[src/rtl/iob_req_reg.sv]
// Registered, transaction-locking request stage between the priority merge and one slave.
// Optional slave-response watchdog enabled by defining IOB_REQ_REG_TIMEOUT_EN.
module iob_req_reg #(
    parameter int ADDR_W  = 32,
    parameter int DATA_W  = 32,
    parameter int TIMEOUT = 255
) (
    input  logic                             clk,
    input  logic                             rst,
    input  logic [ADDR_W+DATA_W+DATA_W/8:0]  m_req,
    output logic [DATA_W:0]                  m_resp,
    output logic [ADDR_W+DATA_W+DATA_W/8:0]  s_req,
    input  logic [DATA_W:0]                  s_resp,
    output logic                             timeout_err
);

    localparam int REQ_W  = 1 + ADDR_W + DATA_W + DATA_W / 8;
    localparam int RESP_W = DATA_W + 1;

    localparam logic [1:0] ST_IDLE = 2'd0;
    localparam logic [1:0] ST_BUSY = 2'd1;
    localparam logic [1:0] ST_DONE = 2'd2;

    logic [1:0]        state_r;
    logic [1:0]        state_nxt_s;
    logic [REQ_W-1:0]  s_req_r;
    logic [RESP_W-1:0] m_resp_r;
    logic              m_valid_s;
    logic              s_ready_s;
    logic              timeout_hit_s;

    assign m_valid_s = m_req[REQ_W-1];
    assign s_ready_s = s_resp[0];

`ifdef IOB_REQ_REG_TIMEOUT_EN
    localparam logic [15:0] TIMEOUT_M1 = 16'(TIMEOUT - 1);

    logic [15:0] wdog_cnt_r;
    logic        timeout_err_r;

    // The limit is reached on the TIMEOUT-th stalled BUSY cycle; a ready in that cycle wins.
    assign timeout_hit_s = (state_r == ST_BUSY) && !s_ready_s && (wdog_cnt_r == TIMEOUT_M1);
    assign timeout_err   = timeout_err_r;

    // Watchdog counter and sticky error flag.
    always_ff @(posedge clk) begin
        if (rst) begin
            wdog_cnt_r    <= 16'd0;
            timeout_err_r <= 1'b0;
        end else begin
            if (state_r == ST_IDLE) begin
                wdog_cnt_r <= 16'd0;
            end else if ((state_r == ST_BUSY) && !s_ready_s) begin
                wdog_cnt_r <= wdog_cnt_r + 16'd1;
            end else begin
                wdog_cnt_r <= wdog_cnt_r;
            end
            if (timeout_hit_s) begin
                timeout_err_r <= 1'b1;
            end else begin
                timeout_err_r <= timeout_err_r;
            end
        end
    end
`else
    assign timeout_hit_s = 1'b0;
    assign timeout_err   = 1'b0;
`endif

    // Next-state decode for the IDLE/BUSY/DONE transaction FSM.
    always_comb begin
        state_nxt_s = state_r;
        case (state_r)
            ST_IDLE: begin
                if (m_valid_s) begin
                    state_nxt_s = ST_BUSY;
                end else begin
                    state_nxt_s = ST_IDLE;
                end
            end
            ST_BUSY: begin
                if (s_ready_s || timeout_hit_s) begin
                    state_nxt_s = ST_DONE;
                end else begin
                    state_nxt_s = ST_BUSY;
                end
            end
            ST_DONE: state_nxt_s = ST_IDLE;
            default: state_nxt_s = ST_IDLE;
        endcase
    end

    // State plus output registers; s_req_r is the request register, m_resp_r holds rdata_r.
    always_ff @(posedge clk) begin
        if (rst) begin
            state_r  <= ST_IDLE;
            s_req_r  <= {REQ_W{1'b0}};
            m_resp_r <= {RESP_W{1'b0}};
        end else begin
            state_r <= state_nxt_s;
            case (state_r)
                ST_IDLE: begin
                    m_resp_r <= {RESP_W{1'b0}};
                    if (m_valid_s) begin
                        s_req_r <= {1'b1, m_req[REQ_W-2:0]};
                    end else begin
                        s_req_r <= {REQ_W{1'b0}};
                    end
                end
                ST_BUSY: begin
                    if (s_ready_s) begin
                        s_req_r  <= {REQ_W{1'b0}};
                        m_resp_r <= {s_resp[DATA_W:1], 1'b1};
                    end else if (timeout_hit_s) begin
                        // Abandoned transaction answers with zero data.
                        s_req_r  <= {REQ_W{1'b0}};
                        m_resp_r <= {{DATA_W{1'b0}}, 1'b1};
                    end else begin
                        s_req_r  <= s_req_r;
                        m_resp_r <= {RESP_W{1'b0}};
                    end
                end
                ST_DONE: begin
                    s_req_r  <= {REQ_W{1'b0}};
                    m_resp_r <= {RESP_W{1'b0}};
                end
                default: begin
                    s_req_r  <= {REQ_W{1'b0}};
                    m_resp_r <= {RESP_W{1'b0}};
                end
            endcase
        end
    end

    assign s_req  = s_req_r;
    assign m_resp = m_resp_r;

endmodule

[config.mk]
export PLATFORM = sky130hd
export DESIGN_NAME = iob_req_reg
export DESIGN_NICKNAME = d
export VERILOG_FILES = /design/src/rtl/iob_req_reg.sv
export SDC_FILE = /design/constraint.sdc
export NUM_CORES = 1
export LEC_CHECK = 0
export ABC_AREA = 1
export CAP_MARGIN = 25
export CORE_ASPECT_RATIO = 1.2
export CORE_MARGIN = 10
export CORE_UTILIZATION = 35
export DETAILED_ROUTE_END_ITERATION = 16
export HOLD_SLACK_MARGIN = 0.05
export PLACE_DENSITY = 0.87
export RECOVER_POWER = 100
export SYNTH_ARGS = -nofsm -noshare
export SYNTH_HDL_FRONTEND = slang
export SYNTH_SLANG_ARGS = --single-unit
[constraint.sdc]
create_clock -name clk -period 1.1 [get_ports clk]
set_input_delay 0.22 -clock clk [delete_from_list [all_inputs] [get_ports clk]]
set_output_delay 0.22 -clock clk [all_outputs]
set_load 0.02 [all_outputs]
# ---- Word level (Yosys, flattened, before mapping)
# Index checks and enable logic that the tools add are counted.
dict set report op_classes {
  bitwise 2
  mux 7
  n_reduce_logical 3
  eq_ne 2
}
# operator n
set ops {}
lappend ops {{$mux W69} 2}
lappend ops {{$pmux W69 S2} 1}
lappend ops {{$pmux W2 S2} 1}
lappend ops {{$reduce_or A3 Y1} 1}
lappend ops {{$eq A2 B1 Y1 const B} 1}
lappend ops {{$logic_not A2 Y1} 1}
lappend ops {{$mux W1} 2}
lappend ops {{$mux W2} 1}
lappend ops {{$ne A2 B2 Y1 const B} 1}
lappend ops {{$not A1 Y1} 2}
lappend ops {{$reduce_or A2 Y1} 1}
dict set report totals {
  out_inout_bits 103
  regBits 104
  input_bits 104
}

# ---- Logic depth before layout (Yosys ltp)
dict set report logic_depth {
  depth_word 3
  depth_mapped 6
  depth_no_buf 4
}

# ---- Worst setup path after synthesis
# Ideal clock, no wire load.
dict set report synth_path {
  kind {reg2reg}
  startpoint {reg state_r[0]}
  endpoint {reg s_req_r[45], in the netlist s_req[45]}
  synth_period_minus_slack_ns 1.034
  setup_time_ns 0.067
  t_arrival_ns 0.967
  n_path_buf 3
  stages_incl_launch_ff 7
  t_required_ns 1.033
  slack_ns 0.066
  cell_sequence {dfxtp_1 -> buf_6 -> nor2_8 -> buf_6 -> buf_6 -> nand3_2 -> a21oi_2}
}
dict set report synth_via {
  elab_chain_len 2
  word_cells_on_any_way 4
}
# element line
set synth_lines {}
lappend synth_lines {{from (decl)} 24} ;# logic [1:0] state_r;
lappend synth_lines {{from (signal assigned)} 100} ;# state_r <= state_nxt_s;
lappend synth_lines {{$eq A2 B1 Y1 or $logic_not A2 Y1 (tied branches)} 101} ;# case (state_r)
lappend synth_lines {{$pmux W69 S2 or $ne A2 B2 Y1 (tied branches)} --}
lappend synth_lines {{to (signal assigned)} 105} ;# s_req_r <= {1'b1, m_req[REQ_W-2:0]};
lappend synth_lines {{to (signal assigned)} 107} ;# s_req_r <= {REQ_W{1'b0}};
lappend synth_lines {{to (signal assigned)} 112} ;# s_req_r <= {REQ_W{1'b0}};
lappend synth_lines {{to (decl)} 26} ;# logic [REQ_W-1:0] s_req_r;
# Parallel ways exist; a longest one is shown, timed or not.
# A chain may end at the register's enable or synchronous reset.

# ---- Worst setup path after layout
dict set report layout_path {
  startpoint {reg state_r[0]}
  endpoint {reg s_req_r[13], in the netlist s_req[13]}
}
# Same word-level chain as after synthesis.

==> metrics.yaml <==
status:
  status: "finished, violations left"
  violations: "negative setup slack"
flow_run:
  maxCapViolations: 0
yosys:
  synthAdderAreaFrac_pct: 0
  synth_seq_area_share_pct: 54.70
  synthTopCellsByArea: "dfxtp_1, nand4_1, a21oi_1"
  yosys.area.top_type: "dfxtp_1"
  muxShareOfSynthArea_pct: 0
  synth-xor-area-share_pct: 0
  synth_nets: 538
  synth_seq_cells: 104
  async_reset_ff_share_pct: 0
  ys_warn_count: 0
  synth-simple-area-share_pct: 25.87
  synth_commonest_cells: "dfxtp_1, a21oi_1, nand4_1"
  synth_area_per_cell_um2: 8.770
  synth_top_family_by_area: "simple AND/OR/NAND/NOR gates"
  synth_flop_cell: "dfxtp_1"
  synth_compound_area_share_pct: 9.303
  synthCells: 434
  ys_types: 17
  syn_area_um2: 3806
  synthMostInstantiatedCell: "dfxtp_1"
  synth_edf_count: 0
  yosysTopAreaCellShare_pct: 54.70
layout:
  design_area_um2: 6269
  drive_gt1_share_pct: 30.46
  num_antenna_cells: 0
  area_growth_pct: 64.69
  fin_util_pct: 59.32
  n_fill_cell: 880
  finalNetCount: 750
clock_network:
  clk_latency_ps: 340
  cts_tree: "done"
  cts-htree-levels: 3
  hold_buffers: 0
  cts_sinks: 104
  cts_root_buffer: "clkbuf_16"
  clkSlewWorstSetupHoldPaths_ps: 70
  clockBufferDepth: 2
  cts_buffers: 9
routing:
  vias: 4033
  post_drt_via_cell_ratio: 5.177
  routed_wl_um: 14420
  route.detailed.drc: 0
  antenna_left: 0
  drt_iter0_drc: 235
  firstDrtPassIters: 4
  avgRoutedWirePerCell_um: 18.51
timing:
  rsz0062_at_grt: "yes"
  setup_violations: 1
  hold_viol_final: 0
  min_period_over_period_pct: 101.2
  fin_skew_ps: 8.312
  layout_min_cycle_time_ps: 1113
  slew_violations: 0
  hold_ws_ps: 308.4
  fmax_mhz: 898.1
  final.setup.worst_slack_ps: -13.48
setup_path:
  critPathKind: "reg -> reg"
  worst_ep_arrival_time_ps: 1370
  cp-startpoint: "state_r[0]$_SDFF_PP0_"
  reg2reg_to: "s_req[13]$_SDFFE_PP0P_"
  cp_top_family: "flip-flops"
  critical-path-max-stage-delay_ps: 380
  cp_cell_sequence: "nor2_8, buf_12, clkbuf_16, nand3_1, a21oi_1"
  reg2reg_slack_ps: -10
  ff2ff_path_depth: 5
  end_kind: "flip-flop"
  worstPathRequired_ps: 1360
  cp_max_fo: 10
  path_buf_inv: 2
  slowest_stage: "dfxtp_4"
  r2r-start: "state_r[0]$_SDFF_PP0_"
  startpoint_type: "flip-flop"
floorplan:
  dieWidth_um: 115.2
  die_area_um2: 15460
  start_util_pct: 36.02
  rows: 41
  die_h_um: 134.2
  ios: 207
  fp.coreArea_um2: 10570
grt:
  antenna_found_initial: 0
  gr-total-overflow: 0
  grt_pass1_wl_um: 21610
  grt_pass1_vias: 4191
  grt_start_max_net_pins: 47
  grt.total_usage_pct: 17.13
placement:
  portBuffers: 205
  post-dp-hpwl_um: 10660
  gp_congestion: 0.7407
  placed_area_um2: 6205
power_and_ir_drop:
  ir_drop_v: 0.0008681
  p_leak_uw: 0.002777
  power.density_nw_per_um2: 1406
min_path:
  hold_path_end: "s_req[65]$_SDFFE_PP0P_"
  min_path_cells: 3
  worstHoldPathType: "in -> reg"
  hold_start: "rst"
==> where the power goes <==
group	total (uW)	internal [uW]	switching, uW
logic	1590	803	786
registers	3990	3910	79.1
clock network	3240	1940	1300
==> cell families (layout without fill, tap and decap cells) <==
| family | Yosys count | in the layout |
|---|---|---|
| other | 1 | 1 |
| buffers and inverters | 85 | 301 |
| DFF | 104 | 104 |
| and+or+nand+nor | 174 | 174 |
| AOI/OAI and AO/OA | 70 | 70 |
==> layout by cell type, fill, tap and decap left out <==
master,instances
clkdlybuf4s50_1,101
dfxtp_1,101
nand4_1,69
buf_2,65
nand3_1,58
a21oi_1,53
buf_4,44
inv_1,34
nor2_1,33
a21oi_2,17
clkbuf_2,17
clkbuf_16,13
buf_12,13
nand3_2,12
clkbuf_8,3
clkbuf_4,3
buf_6,3
inv_2,2
dfxtp_2,2
nor2_8,1
nand2_1,1
conb_1,1
bufinv_16,1
clkbuf_1,1
clkinvlp_4,1
dfxtp_4,1
==> per-stage QoR <==
step | cells | setup TNS, ps | worst slack, ps | power [uW]
floorplan | 434 | 0 | 65.62 | 4713
global placement | 758 | -22170 | -233.2 | 5597
detailed placement | 758 | -24820 | -242.1 | 5635
CTS | 773 | 0 | 0.6158 | 8746
global route | 779 | -495.9 | -37.42 | 9155
finish | 779 | -13.48 | -13.48 | 8814
==> worst max-delay path by stage <==
stage                                        end  slack (ps)  cells past startpoint
after floorplan           s_req[45]$_SDFFE_PP0P_          70                      6
final                     s_req[13]$_SDFFE_PP0P_         -10                      5
after global routing      s_req[13]$_SDFFE_PP0P_         -40                      5
after global placement     m_resp[27]$_SDFF_PP0_        -230                      6
after detailed placement    m_resp[1]$_SDFF_PP0_        -240                      6
after CTS                 s_req[33]$_SDFFE_PP0P_         0.6                      4
==> metal layers <==
layer | track usage (%) | part of all wire (%)
met3 | 7.363 | 9.7
met1 | 15.72 | 35
met2 | 31.80 | 52
met5 | 0 | 0
met4 | 6.956 | 3.3
==> layout make-up <==
type / count / area (um^2) / area share, %
Timing Repair Buffer: 250 / 2168 / 34.59
Sequential cell: 104 / 2088 / 33.31
Clock inverter: 2 / 37.54 / 0.5988
Inverter: 36 / 135.1 / 2.156
Multi-Input combinational cell: 245 / 1408 / 22.46
Clock buffer: 13 / 270.3 / 4.311
Tap cell: 129 / 161.4 / 2.575
==> worst reg2reg max path, stage by stage, from the launching register on <==
cell	delay (ps)
dfxtp_4	380
nor2_8	120
buf_12	140
clkbuf_16	160
nand3_1	80
a21oi_1	170
==> flip-flops by register name, summed over array words and instances, names as in the netlist <==
name and count:
s_req 69, state_r 2, m_resp 33
==> what timing repair did <==
action / 4_1_cts / 5_1_grt
cloned: 0 / 4
buffers inserted: 0 / 2
pin swaps: 3 / 15
endpoints found under the setup margin: 107 / 60
resized for setup: 411 / 39
(Power assumes the default switching activity.)
